## src/rtl/cd_clkgen_pkg.sv

```systemverilog
// Shared types and defaults for the derived clock / reset generator.
package cd_clkgen_pkg;

    typedef enum logic [1:0] {
        ARM  = 2'd0,
        HOLD = 2'd1,
        RUN  = 2'd2
    } seq_state_t;

    localparam int unsigned CD_DIV_DEFAULT      = 1;
    localparam int unsigned CD_RST_HOLD_DEFAULT = 1;
    localparam int unsigned HOLD_CNT_W          = 8;

endpackage

```

## src/rtl/cd_clock_reset_gen_seq.sv

```systemverilog
// Derived-domain reset sequencer: arms on a falling toggle, holds reset for
// RST_HOLD derived-clock falls, then reports ready.
module cd_reset_seq
    import cd_clkgen_pkg::*;
#(
    parameter int unsigned RST_HOLD = CD_RST_HOLD_DEFAULT
) (
    input  logic clk,
    input  logic rst,
    input  logic fall_i,
    input  logic run_i,
    input  logic sw_rst_i,
    output logic cd_reset_o,
    output logic ready_o
);

    localparam logic [HOLD_CNT_W-1:0] HOLD_LAST = HOLD_CNT_W'(RST_HOLD - 1);

    seq_state_t              state_q;
    seq_state_t              state_d;
    logic [HOLD_CNT_W-1:0]   hold_q;
    logic [HOLD_CNT_W-1:0]   hold_d;
    logic                    cd_reset_q;
    logic                    cd_reset_d;
    logic                    ready_q;
    logic                    ready_d;
    logic                    edge_c;

    // Edges are only counted while the derived clock is running.
    assign edge_c = fall_i && run_i;

    // Next-state logic; a software request coincident with a fall arms on it.
    always_comb begin
        state_d    = state_q;
        hold_d     = hold_q;
        cd_reset_d = cd_reset_q;
        if (sw_rst_i) begin
            if (edge_c) begin
                state_d    = HOLD;
                hold_d     = '0;
                cd_reset_d = 1'b1;
            end else begin
                state_d = ARM;
            end
        end else if (edge_c) begin
            case (state_q)
                ARM: begin
                    state_d    = HOLD;
                    hold_d     = '0;
                    cd_reset_d = 1'b1;
                end
                HOLD: begin
                    if (hold_q == HOLD_LAST) begin
                        state_d    = RUN;
                        hold_d     = '0;
                        cd_reset_d = 1'b0;
                    end else begin
                        hold_d = hold_q + HOLD_CNT_W'(1);
                    end
                end
                RUN: begin
                    cd_reset_d = 1'b0;
                end
                default: begin
                    state_d    = ARM;
                    hold_d     = '0;
                end
            endcase
        end
        ready_d = (state_d == RUN);
    end

    always_ff @(posedge clk or posedge rst) begin
        if (rst) begin
            state_q    <= ARM;
            hold_q     <= '0;
            cd_reset_q <= 1'b0;
            ready_q    <= 1'b0;
        end else begin
            state_q    <= state_d;
            hold_q     <= hold_d;
            cd_reset_q <= cd_reset_d;
            ready_q    <= ready_d;
        end
    end

    assign cd_reset_o = cd_reset_q;
    assign ready_o    = ready_q;

endmodule

```

## src/rtl/cd_clock_reset_gen.sv

```systemverilog
// Glitch-free programmable clock divider with an attached derived-domain
// reset sequencer; everything runs on clk.
module cd_clock_reset_gen
    import cd_clkgen_pkg::*;
#(
    parameter int unsigned DIV_W       = 4,
    parameter int unsigned DIV_DEFAULT = CD_DIV_DEFAULT,
    parameter int unsigned RST_HOLD    = CD_RST_HOLD_DEFAULT
) (
    input  logic             clk,
    input  logic             rst,
    input  logic             en_i,
    input  logic [DIV_W-1:0] div_i,
    input  logic             sw_rst_i,
    output logic             cd_clk_o,
    output logic             cd_reset_o,
    output logic             cd_rise_o,
    output logic             cd_fall_o,
    output logic             ready_o
);

    logic [DIV_W-1:0] cnt_q;
    logic [DIV_W-1:0] div_q;
    logic             cd_clk_q;
    logic             rise_q;
    logic             fall_q;
    logic             stop_c;
    logic             hit_c;
    logic             toggle_c;
    logic             fall_tog_c;

    // Stopping is only allowed at the start of a low phase, so no short pulses.
    assign stop_c     = !en_i && !cd_clk_q && (cnt_q == '0);
    assign hit_c      = (cnt_q == div_q);
    assign toggle_c   = !stop_c && hit_c;
    assign fall_tog_c = toggle_c && cd_clk_q;

    // Divider; a new divisor is adopted only at a period boundary or while stopped.
    always_ff @(posedge clk or posedge rst) begin
        if (rst) begin
            cnt_q    <= '0;
            div_q    <= DIV_W'(DIV_DEFAULT);
            cd_clk_q <= 1'b0;
            rise_q   <= 1'b0;
            fall_q   <= 1'b0;
        end else begin
            rise_q <= toggle_c && !cd_clk_q;
            fall_q <= fall_tog_c;
            if (stop_c) begin
                cnt_q <= '0;
                div_q <= div_i;
            end else if (hit_c) begin
                cnt_q    <= '0;
                cd_clk_q <= !cd_clk_q;
                if (cd_clk_q) begin
                    div_q <= div_i;
                end
            end else begin
                cnt_q <= cnt_q + DIV_W'(1);
            end
        end
    end

    cd_reset_seq #(
        .RST_HOLD (RST_HOLD)
    ) u_seq (
        .clk        (clk),
        .rst        (rst),
        .fall_i     (fall_tog_c),
        .run_i      (!stop_c),
        .sw_rst_i   (sw_rst_i),
        .cd_reset_o (cd_reset_o),
        .ready_o    (ready_o)
    );

    assign cd_clk_o  = cd_clk_q;
    assign cd_rise_o = rise_q;
    assign cd_fall_o = fall_q;

endmodule

```

## config.mk

```make
export PLATFORM = sky130hd
export DESIGN_NAME = cd_clock_reset_gen
export DESIGN_NICKNAME = d
export VERILOG_FILES = /design/src/rtl/cd_clkgen_pkg.sv /design/src/rtl/cd_clock_reset_gen_seq.sv /design/src/rtl/cd_clock_reset_gen.sv
export SDC_FILE = /design/constraint.sdc
export NUM_CORES = 1
export LEC_CHECK = 0
export BUFFER_PORTS_ARGS = -buffer_cell sky130_fd_sc_hd__buf_2
export CAP_MARGIN = 5
export CORE_UTILIZATION = 60
export DETAILED_ROUTE_END_ITERATION = 10
export PLACE_DENSITY = 0.8
export SYNTH_ARGS = -nofsm -noshare
export SYNTH_HDL_FRONTEND = slang
export SYNTH_HIERARCHICAL = 1
export SYNTH_SLANG_ARGS = --single-unit
```

## constraint.sdc

```tcl
create_clock -name clk -period 5.8 [get_ports clk]
set_input_delay 0.29 -clock clk [delete_from_list [all_inputs] [get_ports clk]]
set_output_delay 0.29 -clock clk [all_outputs]
set_load 0.02 [all_outputs]
```

After elaboration in Yosys (flattened, before gate mapping)
Index checks and enable logic that the tools add are counted.
{"block": "op_classes", "div_mod_pow": 0, "n_reduce_logical": 19, "bitwise": 1, "shift": 0, "n_mul": 0, "n_mux": 20, "n_lt_le_gt_ge": 0, "n_addsub": 2, "n_eq_ne": 6}
{"cell": "$mux 8", "count": 4}
{"cell": "$mux 4", "count": 5}
{"cell": "$pmux 8 s2", "count": 1}
{"cell": "$add 8x1->8 const B", "count": 1}
{"cell": "$logic_not 8->1", "count": 1}
{"cell": "$logic_and 1x1->1", "count": 6}
{"cell": "$mux 2", "count": 3}
{"cell": "$pmux 2 s3", "count": 1}
{"cell": "$reduce_and 2->1", "count": 3}
{"cell": "$mux 1", "count": 5}
{"cell": "$add 4x1->4 const B", "count": 1}
{"cell": "$eq 2x2->1 const B", "count": 2}
{"cell": "$eq 4x4->1", "count": 1}
{"cell": "$logic_not 4->1", "count": 1}
{"cell": "$reduce_bool 2->1", "count": 2}
{"cell": "$reduce_bool 4->1", "count": 1}
{"cell": "$logic_not 1->1", "count": 3}
{"cell": "$ne 3x2->1 const B", "count": 1}
{"cell": "$pmux 1 s3", "count": 1}
{"cell": "$reduce_and 3->1", "count": 1}
{"cell": "$eq 2x1->1 const B", "count": 1}
{"cell": "$logic_not 2->1", "count": 1}
{"cell": "$ne 2x2->1 const B", "count": 1}
{"cell": "$not 1->1", "count": 1}
{"block": "totals", "out_inout_bits": 5, "memories": 0, "romBits": 0, "input_bits": 8, "ff_bits": 23, "word_cells": 57, "latch_bits": 0, "ramBits": 0}

Longest topological paths before layout
Gate-level depths: netlist (run 1).
{"block": "depth", "word_depth": 10, "ltp_mapped": 9, "ltp_nobuf": 8}

Hierarchy
The synthesis (run 1) kept the hierarchy.
{"module": "cd_reset_seq", "area_each_um2": 758.2, "cells_each": 80, "n_inst": 1, "seq_area_each_um2": 300.3}
{"module": "cd_clock_reset_gen", "area_each_um2": 539.3, "cells_each": 42, "n_inst": 1, "seq_area_each_um2": 276.5}

Worst setup path before layout (run 1)
Ideal clock, no wire load.
{"block": "synth_path", "path_kind": "reg-to-reg", "startpoint": "register div_q[0]", "endpoint": "register u_seq.hold_q[5]", "synth_period_minus_slack_ps": 2170, "setup_slack_ps": 3630, "arrival_time_ps": 2040, "setup_time_ps": 130, "n_path_buf": 1, "stages_incl_launch_ff": 9, "t_required_ps": 5670, "path_cell_list": "dfstp_2 > xor2_1 > nor4_4 > and2_2 > nand2_1 > buf_1 > nor4_1 > xnor2_1 > nor2_1"}
{"block": "synth_between", "elab_chain_cells": 5}
{"item": "start: declaration", "line": "cd_clock_reset_gen.sv:23", "text": "logic [DIV_W-1:0] div_q;"}
{"item": "start signal: assignment", "line": "cd_clock_reset_gen.sv:42", "text": "div_q <= DIV_W'(DIV_DEFAULT);"}
{"item": "start signal: assignment", "line": "cd_clock_reset_gen.sv:51", "text": "div_q <= div_i;"}
{"item": "start signal: assignment", "line": "cd_clock_reset_gen.sv:56", "text": "div_q <= div_i;"}
{"item": "$eq 4x4->1", "line": "cd_clock_reset_gen.sv:34", "text": "assign hit_c = (cnt_q == div_q);"}
{"item": "$logic_and 1x1->1", "line": "cd_clock_reset_gen.sv:35", "text": "assign toggle_c = !stop_c && hit_c;"}
{"item": "$logic_and 1x1->1", "line": "cd_clock_reset_gen.sv:36", "text": "assign fall_tog_c = toggle_c && cd_clk_q;"}
{"item": "via fall_tog_c", "line": "cd_clock_reset_gen.sv:30", "text": "logic fall_tog_c;"}
{"item": "$logic_and 1x1->1", "line": "cd_clock_reset_gen_seq.sv:30", "text": "assign edge_c = fall_i && run_i;"}
{"item": "$reduce_and 2->1 (no line)"}
{"item": "end signal: assignment", "line": "cd_clock_reset_gen_seq.sv:81", "text": "hold_q <= hold_d;"}
{"item": "end: declaration", "line": "cd_clock_reset_gen_seq.sv:21", "text": "logic [HOLD_CNT_W-1:0] hold_q;"}
The timed path passes the listed nets, and every way through them passes these cells.
A chain may end at the register's enable or synchronous reset.

Final worst setup path (run 1)
{"block": "layout_path", "startpoint": "register div_q[0]", "endpoint": "register u_seq.hold_q[6]"}
The elaborated chain is that of the path after synthesis.

==> impl_metrics.json, run 1 <==
{
  "clock_skew_ns": 0.00196,
  "p_clk_share_pct": 13.9,
  "finalCritPeriodShare_pct": 41.7,
  "busiest_layer": "met2",
  "p_sw_mw": 0.199,
  "rrSetupSlack_ns": 3.38,
  "synth_cell_types": 39,
  "wl_per_cell_um": 13.9,
  "place_hpwl_mm": 1.69,
  "antenna_found_initial": 0,
  "areaGrowthSynthToFinish_pct": 9.45,
  "htreeDepth": 1,
  "drtIter0Drc": 19,
  "status": "complete, no violations",
  "drtAntennaViolNets": 0,
  "power.density_nw_per_um2": 370,
  "cts.clk_slew.worst_paths_ns": 0.12,
  "rsz0062_at_grt": "false",
  "maxSlewHeadroom_pct": 66.0,
  "antenna_cells": 0,
  "syn_inst": 122,
  "power_leakage_nw": 0.663,
  "tightest_slew_ns": 0.510,
  "cts_made_buffers": 3,
  "start_util_pct": 64.8,
  "ys_ff_latch": 23,
  "maxCapViolations": 0,
  "ctsRootBufferMaster": "clkbuf_4",
  "clock-sinks": 23,
  "drc": 0,
  "ys_seq_area_share_pct": 44.5,
  "ir_drop_mv": 0.204,
  "synth_edf_count": 0,
  "layout-drive-gt1-share_pct": 21.2,
  "netlist.area_leader.share_pct": 42.4,
  "end_kind": "flop",
  "finalSetupViolations": 0,
  "seqPwrFrac_pct": 46.5,
  "die_w_um": 48.5,
  "rr_startpoint": "div_q[0]",
  "io_buffers": 12,
  "synth_common_cells": "dfrtp_1 (22), inv_1 (13), nor2_1 (12)",
  "cts_tree": "done",
  "ys_warn_count": 6,
  "synth_area_per_cell_um2": 10.6,
  "routed_wirelength_mm": 2.27,
  "nets": 154,
  "use_met1_pct": 31.0,
  "coreArea_um2": 2000,
  "ys.flop_type": "dfrtp_1",
  "synth_largest_area_cell": "dfrtp_1",
  "cp-start-kind": "flop",
  "io_pins": 13,
  "final_max_slew_viol_count": 0,
  "internal-power_mw": 0.326,
  "die_area_um2": 2350,
  "met2_usage_pct": 36.4,
  "async_reset_ff_share_pct": 100,
  "power.total_mw": 0.525,
  "comb_power_share_pct": 39.6,
  "cts_buffer_depth": 2,
  "syn_nets": 138,
  "required_ns": 5.99,
  "first_global_vias": 983,
  "timing.fmax_ghz": 0.414,
  "use_met3_pct": 1.89,
  "swShare_pct": 37.9,
  "synthesis.area_um2": 1300,
  "place_congestion": 0.830,
  "overflow": 0,
  "hold_viol": 0,
  "crit_arrival_ns": 2.61,
  "min_from": "div_i[2]",
  "synth.most_common_cell": "dfrtp_1",
  "grt_pass1_wl_mm": 4.13,
  "min_period_ns": 2.42,
  "hp-class": "in2reg",
  "cp_max_fo": 11,
  "grt_usage_pct": 22.5,
  "row_count": 16,
  "worstSetupPathType": "reg2reg",
  "grt_max_degree": 13,
  "first_pass_iters": 4,
  "yosys-top-cells-area": "dfrtp_1 (42%), ha_1 (7.7%), xnor2_1 (4.7%)",
  "crit_start": "div_q[0]",
  "die_y_um": 48.5,
  "num_vias": 916,
  "vias_per_cell": 5.59,
  "clk_latency_ns": 0.30,
  "fin_tns_setup_ns": 0
}
## final timing paths
kind,end,cells past startpoint
setup / recovery,u_seq/hold_q[6],7
hold reg to reg,cnt_q[0],1
min in group asynchronous,div_q[3],3
hold / removal,div_q[2],2
max in group asynchronous,u_seq/hold_q[2],3
setup reg to reg,u_seq/hold_q[6],7
## sequential cells by signal, summed over array words and instances (netlist names), 2 cells and up
name / flops
cnt_q: 4
u_seq/state_q: 2
div_q: 4
u_seq/hold_q: 8
## final cells by class
cell class | instances | area (um2)
repair buffers | 13 | 70.1
flip-flops and latches | 23 | 577
clock buffers | 4 | 26.3
inverters | 13 | 48.8
multi-input cells | 84 | 664
fillers | 149 | 582
well taps | 27 | 33.8
## cells by family after synthesis
logic type	synth area share, %
AO/OA/AOI/OAI	10.3
XOR/XNOR	8.10
adder cells (fa/ha/maj)	7.71
buffers and inverters	4.34
flip-flops	44.5
multiplexers	5.40
AND/OR/NAND/NOR	19.7
## power by group through the flow
stage          clock, mW  combinational, mW  sequential [mW]
2_1_floorplan          0              0.160            0.250
3_3_place_gp           0              0.201            0.245
3_5_place_dp           0              0.206            0.248
4_1_cts           0.0753              0.208            0.244
5_1_grt           0.0788              0.233            0.251
6_report          0.0728              0.208            0.244
## cell usage in the layout, fill, tap and decap left out, types with 5 or more instances in the layout
cell	Yosys	routed
dfrtp_1	22	22
inv_1	13	13
nor2_1	12	12
buf_2	0	12
ha_1	8	8
xnor2_1	7	7
nand3_1	7	7
xor2_1	5	5
nand2_1	5	5
## layer usage
layer  up-vias  wire length [um]
li1        445                 -
met1       447              1050
met2        20              1120
met3         4                80
met4         0                26
met5         -                 0
## per-stage QoR
stage	setup WS [ns]	util, %	area (um2)	hold WS [ns]	std cells
floorplan	3.63	-	1300	0.142	122
global placement	3.51	69.1	1380	0.301	159
detailed placement	3.41	69.1	1380	0.308	159
CTS	3.39	70.9	1420	0.204	164
global route	3.19	70.9	1420	0.206	164
finish	3.38	70.9	1420	0.209	164
## critical path, stage by stage (launching register included)
cell	delay, ns
dfstp_2	0.56
xor2_1	0.10
nor4_4	0.47
and2_2	0.25
nand2_1	0.26
nor4_1	0.45
xnor2_1	0.18
nor2_1	0.05
## timing repair
action	in CTS	in global routing
hold buffers	1	0
resized for setup	0	0
buffers inserted	0	0
endpoints found under the hold margin	10	0
Power figures use the tool's default switching activity.
==> run 2: changes to the inputs <==
Settings changed: ABC_AREA set to 1, CORE_UTILIZATION 60 to 52, PLACE_DENSITY 0.8 to 0.73.
Clock period 5.8 ns to 2 ns, I/O delays scaled along.
==> impl_metrics.json, run 2 <==
{
  "status": "complete, no violations",
  "synth-compound-area-share_pct": 6.12,
  "synth_edf_count": 0,
  "synth.most_common_cell": "nand2_1",
  "vias_per_cell": 5.15,
  "place_congestion": 0.850,
  "antenna_found_initial": 0,
  "synthAdderAreaFrac_pct": 7.31,
  "grt_max_degree": 14,
  "clock-sinks": 23,
  "synth_largest_area_cell": "dfrtp_1",
  "first_pass_iters": 4,
  "rr_worst_depth": 14,
  "power.total_mw": 2.13,
  "num_vias": 1194,
  "synthXorXnorAreaFrac_pct": 0.639,
  "finalSetupViolations": 0,
  "min_period_ns": 1.84,
  "clk_latency_ns": 0.31,
  "dp.cells": 221,
  "reg_top3": "u_seq/hold_q x8, cnt_q x4, div_q x4",
  "rrSetupSlack_ns": 0.16,
  "internal-power_mw": 1.15,
  "htreeDepth": 1,
  "whs_path_depth": 3,
  "netlist.area_leader.share_pct": 40.2,
  "layout_common_cells": "nand2_1 (46), inv_1 (25), dfrtp_1 (22)",
  "start_util_pct": 55.3,
  "hold_viol": 0,
  "row_count": 18,
  "antenna_cells": 0,
  "io_pins": 13,
  "drtIter0Drc": 31,
  "grt_usage_pct": 21.9,
  "cts_tree": "done",
  "synth_common_cells": "nand2_1 (47), inv_1 (27), dfrtp_1 (22)",
  "end_kind": "flop",
  "layout-drive-gt1-share_pct": 25.2,
  "n_fill_cell": 218,
  "rr_startpoint": "div_q[0]",
  "layout_commonest_cell": "nand2_1",
  "grt_pass1_wl_mm": 4.42,
  "cp-start-kind": "flop",
  "maxSlewHeadroom_pct": 68.2,
  "maxCapViolations": 0,
  "die_area_um2": 2840,
  "syn_nets": 191,
  "drtAntennaViolNets": 0,
  "min_from": "div_i[1]",
  "cts_made_buffers": 3,
  "comb_power_share_pct": 52.8,
  "synth_area_per_cell_um2": 7.83,
  "synth_cell_types": 26,
  "largest-register": "u_seq/hold_q",
  "hp-class": "in2reg",
  "ys_seq_area_share_pct": 42.1,
  "synthMuxAreaShare_pct": 0,
  "rr_endpoint": "u_seq/ready_o",
  "ctsRootBufferMaster": "clkbuf_4",
  "swShare_pct": 46.1,
  "ys_warn_count": 6,
  "holdPathEnd": "div_q[1]",
  "stdcell_count": 232,
  "tightest_slew_ns": 0.477,
  "cts.clk_slew.worst_paths_ns": 0.13,
  "coreArea_um2": 2480,
  "power_leakage_nw": 0.876,
  "largest_register_ffs": 8,
  "async_reset_ff_share_pct": 100,
  "synthesis.area_um2": 1370,
  "required_ns": 2.25,
  "drc": 0,
  "timing.fmax_ghz": 0.543,
  "die_w_um": 53.3,
  "areaGrowthSynthToFinish_pct": 16.5,
  "cp_max_fo": 4,
  "final_max_slew_viol_count": 0,
  "seqPwrFrac_pct": 37.1,
  "worstSetupPathType": "reg2reg",
  "cts_buffer_depth": 2,
  "yosys.area_share.simple_pct": 34.2,
  "die_y_um": 53.3,
  "place_hpwl_mm": 2.06,
  "p_sw_mw": 0.982,
  "crit_arrival_ns": 2.09,
  "io_buffers": 12,
  "first_global_vias": 1051,
  "wl_per_cell_um": 12.0,
  "ys_ff_latch": 23,
  "power.density_nw_per_um2": 1330,
  "syn_inst": 175,
  "yosys-top-cells-area": "dfrtp_1 (40%), nand2_1 (13%), inv_1 (7.4%)",
  "ir_drop_mv": 1.05,
  "nets": 219,
  "clock_skew_ns": 0.00312,
  "p_clk_share_pct": 10.1,
  "overflow": 0,
  "routed_wirelength_mm": 2.80,
  "ys.flop_type": "dfrtp_1",
  "synth_top_family_by_area": "simple AND/OR/NAND/NOR gates",
  "finalCritPeriodShare_pct": 92.1
}
## run 2: area by class of cell
type	count	area (um2)	area share, %
clock inverter	1	5.00	0.313
tap	30	37.5	2.35
inverter	34	133	8.31
timing repair buffer	23	150	9.40
sequential	23	577	36.1
multi-input combinational	118	672	42.1
clock buffer	3	22.5	1.41
## run 2: worst max-delay path by stage
stage,from,end,cells past startpoint
final,div_q[0],u_seq/ready_o,14
after global routing,div_q[0],u_seq/hold_q[5],13
after CTS,div_q[0],u_seq/hold_q[5],13
after detailed placement,div_q[0],u_seq/hold_q[5],13
after global placement,div_q[0],u_seq/hold_q[5],13
after floorplan,div_q[0],u_seq/hold_q[5],13
## run 2: worst max-delay path, stage by stage, from the launching register on
cell     delay (ns)
dfstp_2        0.57
inv_1          0.05
nand2_1        0.06
nand2_2        0.06
nor2_4         0.10
nand3_2        0.10
inv_2          0.07
nand2_2        0.09
inv_2          0.08
buf_4          0.11
buf_4          0.11
nand2_1        0.04
o21ai_0        0.15
nand2_1        0.09
nor2_1         0.10
## run 2: logic make-up (layout without fill, tap and decap cells)
group	Yosys count	count (layout)
xor gates and xnor gates	1	1
and+or+nand+nor	95	95
DFF	23	23
buffers and inverters	34	61
AOI/OAI and AO/OA	14	14
adders and majority gates	8	8
## run 2: per-stage QoR
stage | setup TNS [ns] | setup WS, ns | hold WS [ns] | instance area (um2) | util [%]
4_1_cts | 0 | 0.0709 | 0.00628 | 1560 | 63.0
2_1_floorplan | 0 | 0.0833 | -0.0483 | 1370 | -
5_1_grt | -0.0350 | -0.0328 | 0.00923 | 1600 | 64.4
3_5_place_dp | -0.0155 | -0.0155 | 0.125 | 1500 | 60.5
3_3_place_gp | 0 | 0.117 | 0.122 | 1500 | 60.5
6_report | 0 | 0.157 | 0.00498 | 1600 | 64.4
## run 2: repair_timing
| item | CTS | global route |
|---|---|---|
| buffers inserted | 0 | 4 |
| hold buffers | 3 | 0 |
| endpoints found under the hold margin | 24 | 0 |
| setup endpoints to repair | 1 | 6 |
| resized for setup | 1 | 5 |
| pin swaps | 0 | 4 |
## run 2: layer usage
layer | up-vias | global-route usage (%) | part of all wire [%]
li1 | 604 | - | -
met1 | 554 | 30.4 | 48
met2 | 28 | 33.8 | 45
met3 | 8 | 3.45 | 4.4
met4 | 0 | 8.33 | 2.7
met5 | - | 0 | 0
## run 2: power groups by stage
| stage | Combinational, mW | Clock [mW] | Sequential (mW) |
|---|---|---|---|
| after floorplan | 0.768 | 0 | 0.803 |
| after global placement | 1.00 | 0 | 0.788 |
| after detailed placement | 1.04 | 0 | 0.795 |
| after CTS | 1.05 | 0.223 | 0.787 |
| after global routing | 1.27 | 0.240 | 0.809 |
| final | 1.13 | 0.215 | 0.789 |
==> run 3: changes to the inputs <==
Settings changed: CORE_UTILIZATION 52 to 60, PLACE_DENSITY 0.73 to 0.8.
Clock period 2 ns to 2.25 ns, I/O delays scaled along.
==> impl_metrics.json, run 3 (same netlist as run 2, synthesis figures left out) <==
{
  "place_congestion": 0.853,
  "p_clk_share_pct": 10.9,
  "multiInputGateArea_um2": 666,
  "layout_commonest_cell": "nand2_1",
  "met2_usage_pct": 41.2,
  "crit_chain": "inv_1, nand2_1, nand2_2, nor2_4, nand3_2, inv_1, nand2_1, inv_1, o21ai_1, nor3_2, nand2_1, o21ai_0, a21oi_1",
  "timing.hold.ws_ns": 0.0106,
  "timing.fmax_ghz": 0.473,
  "worst-path-stages": 13,
  "clock_skew_ns": 0.00534,
  "worstSetupPathType": "reg2reg",
  "ir_drop_mv": 0.878,
  "cts.clk_slew.worst_paths_ns": 0.13,
  "use_met3_pct": 3.70,
  "cts_made_buffers": 3,
  "cts_buffer_depth": 2,
  "routed_wirelength_mm": 2.81,
  "p_sw_mw": 0.856,
  "finalCritPeriodShare_pct": 93.9,
  "clock-sinks": 23,
  "maxCapViolations": 0,
  "nets": 213,
  "overflow": 0,
  "row_count": 16,
  "vias_per_cell": 5.32,
  "seqPwrFrac_pct": 38.5,
  "layout-drive-gt1-share_pct": 20.4,
  "drc": 0,
  "finalSetupViolations": 0,
  "htreeDepth": 1,
  "clk_latency_ns": 0.32,
  "cts_tree": "done",
  "power.total_mw": 1.82,
  "required_ns": 2.47,
  "drtIter0Drc": 51,
  "critPathBufInv": 3,
  "largest_register_ffs": 8,
  "ctsRootBufferMaster": "clkbuf_4",
  "first_pass_iters": 4,
  "grt_max_degree": 13,
  "fin_tns_setup_ns": 0,
  "crit_slowest_cell": "dfstp_2",
  "rr_startpoint": "div_q[0]",
  "io_pins": 13,
  "largest-register": "u_seq/hold_q",
  "antenna_found_initial": 0,
  "start_util_pct": 66.4,
  "die_y_um": 49.8,
  "internal-power_mw": 0.967,
  "coreArea_um2": 2060,
  "crit_start": "div_q[0]",
  "grt_pass1_wl_mm": 4.71,
  "place_hpwl_mm": 2.01,
  "use_met1_pct": 33.8,
  "num_vias": 1187,
  "power_leakage_nw": 0.848,
  "rrSetupSlack_ns": 0.14,
  "wl_per_cell_um": 12.6,
  "hold_viol": 0,
  "cp_top_family": "simple AND/OR/NAND/NOR gates",
  "n_fill_cell": 162,
  "reg_top3": "u_seq/hold_q x8, cnt_q x4, div_q x4",
  "dp_slack_ns": 0.117,
  "tightest_slew_ns": 0.493,
  "seq_area_um2": 577,
  "comb_power_share_pct": 50.6,
  "stdcell_count": 223,
  "final_max_slew_viol_count": 0,
  "worstSetupEndpoint": "u_seq/hold_q[5]",
  "status": "complete, no violations",
  "maxSlewHeadroom_pct": 67.1,
  "die_area_um2": 2480,
  "rr_worst_depth": 13,
  "max_stage_delay_ns": 0.57,
  "busiest_layer": "met2",
  "cp_max_fo": 5,
  "dp.cells": 214,
  "swShare_pct": 47.0,
  "rr_endpoint": "u_seq/hold_q[5]",
  "die_w_um": 49.8,
  "crit_arrival_ns": 2.34,
  "power.density_nw_per_um2": 1180,
  "cp-start-kind": "flop",
  "hp-class": "in2reg",
  "end_kind": "flop",
  "layout_common_cells": "nand2_1 (47), inv_1 (27), dfrtp_1 (22)",
  "grt_usage_pct": 25.4,
  "drtAntennaViolNets": 0,
  "areaGrowthSynthToFinish_pct": 12.4,
  "io_buffers": 12,
  "min_period_ns": 2.11,
  "antenna_cells": 0,
  "first_global_vias": 1142,
  "timing.final.ws_setup_ns": 0.137
}
-- run 3: power groups by stage --
stage	Sequential [mW]	Combinational, mW	Clock (mW)
final	0.701	0.922	0.199
after global routing	0.719	1.02	0.216
after detailed placement	0.707	0.894	0
after floorplan	0.714	0.683	0
after CTS	0.698	0.904	0.205
after global placement	0.700	0.853	0
-- run 3: worst min path at each step --
stage | startpoint | end | slack [ns] | cells after the start
2_1_floorplan | rst | cd_clk_o | -0.04 | 1
3_3_place_gp | rst | div_q[1] | 0.13 | 2
3_5_place_dp | rst | div_q[1] | 0.14 | 2
4_1_cts | div_i[2] | div_q[2] | 0.003 | 3
5_1_grt | div_i[1] | div_q[1] | 0.02 | 3
6_report | div_i[2] | div_q[2] | 0.01 | 3
-- run 3: metal layers --
metal	part of all wire, %	wire length (um)
met3	3.4	96
met4	2.1	58
met1	48	1340
met2	47	1320
met5	0	0
-- run 3: stage by stage --
step	cell area [um2]	utilization, %
finish	1540	74.7
global route	1540	74.7
CTS	1520	73.7
detailed placement	1460	71.0
global placement	1460	71.0
floorplan	1370	-
-- run 3: area by class of cell --
| class | count | share of cell area [%] |
|---|---|---|
| Tap cell | 27 | 2.19 |
| Inverter | 34 | 8.61 |
| Clock buffer | 4 | 1.71 |
| Sequential cell | 23 | 37.4 |
| Timing Repair Buffer | 17 | 6.82 |
| Multi-Input combinational cell | 118 | 43.2 |
-- run 3: worst min-delay path: cells and delay by family --
kind / cells / cell delay [ns]
and+or+nand+nor: 2 / 0.11
buffers and inverters: 1 / 0.08
-- run 3: repair_timing --
action	CTS	global route
setup endpoints to repair	0	2
gates resized for setup	0	1
buffers inserted	0	2
endpoints found under the hold margin	24	0
hold buffers	3	0
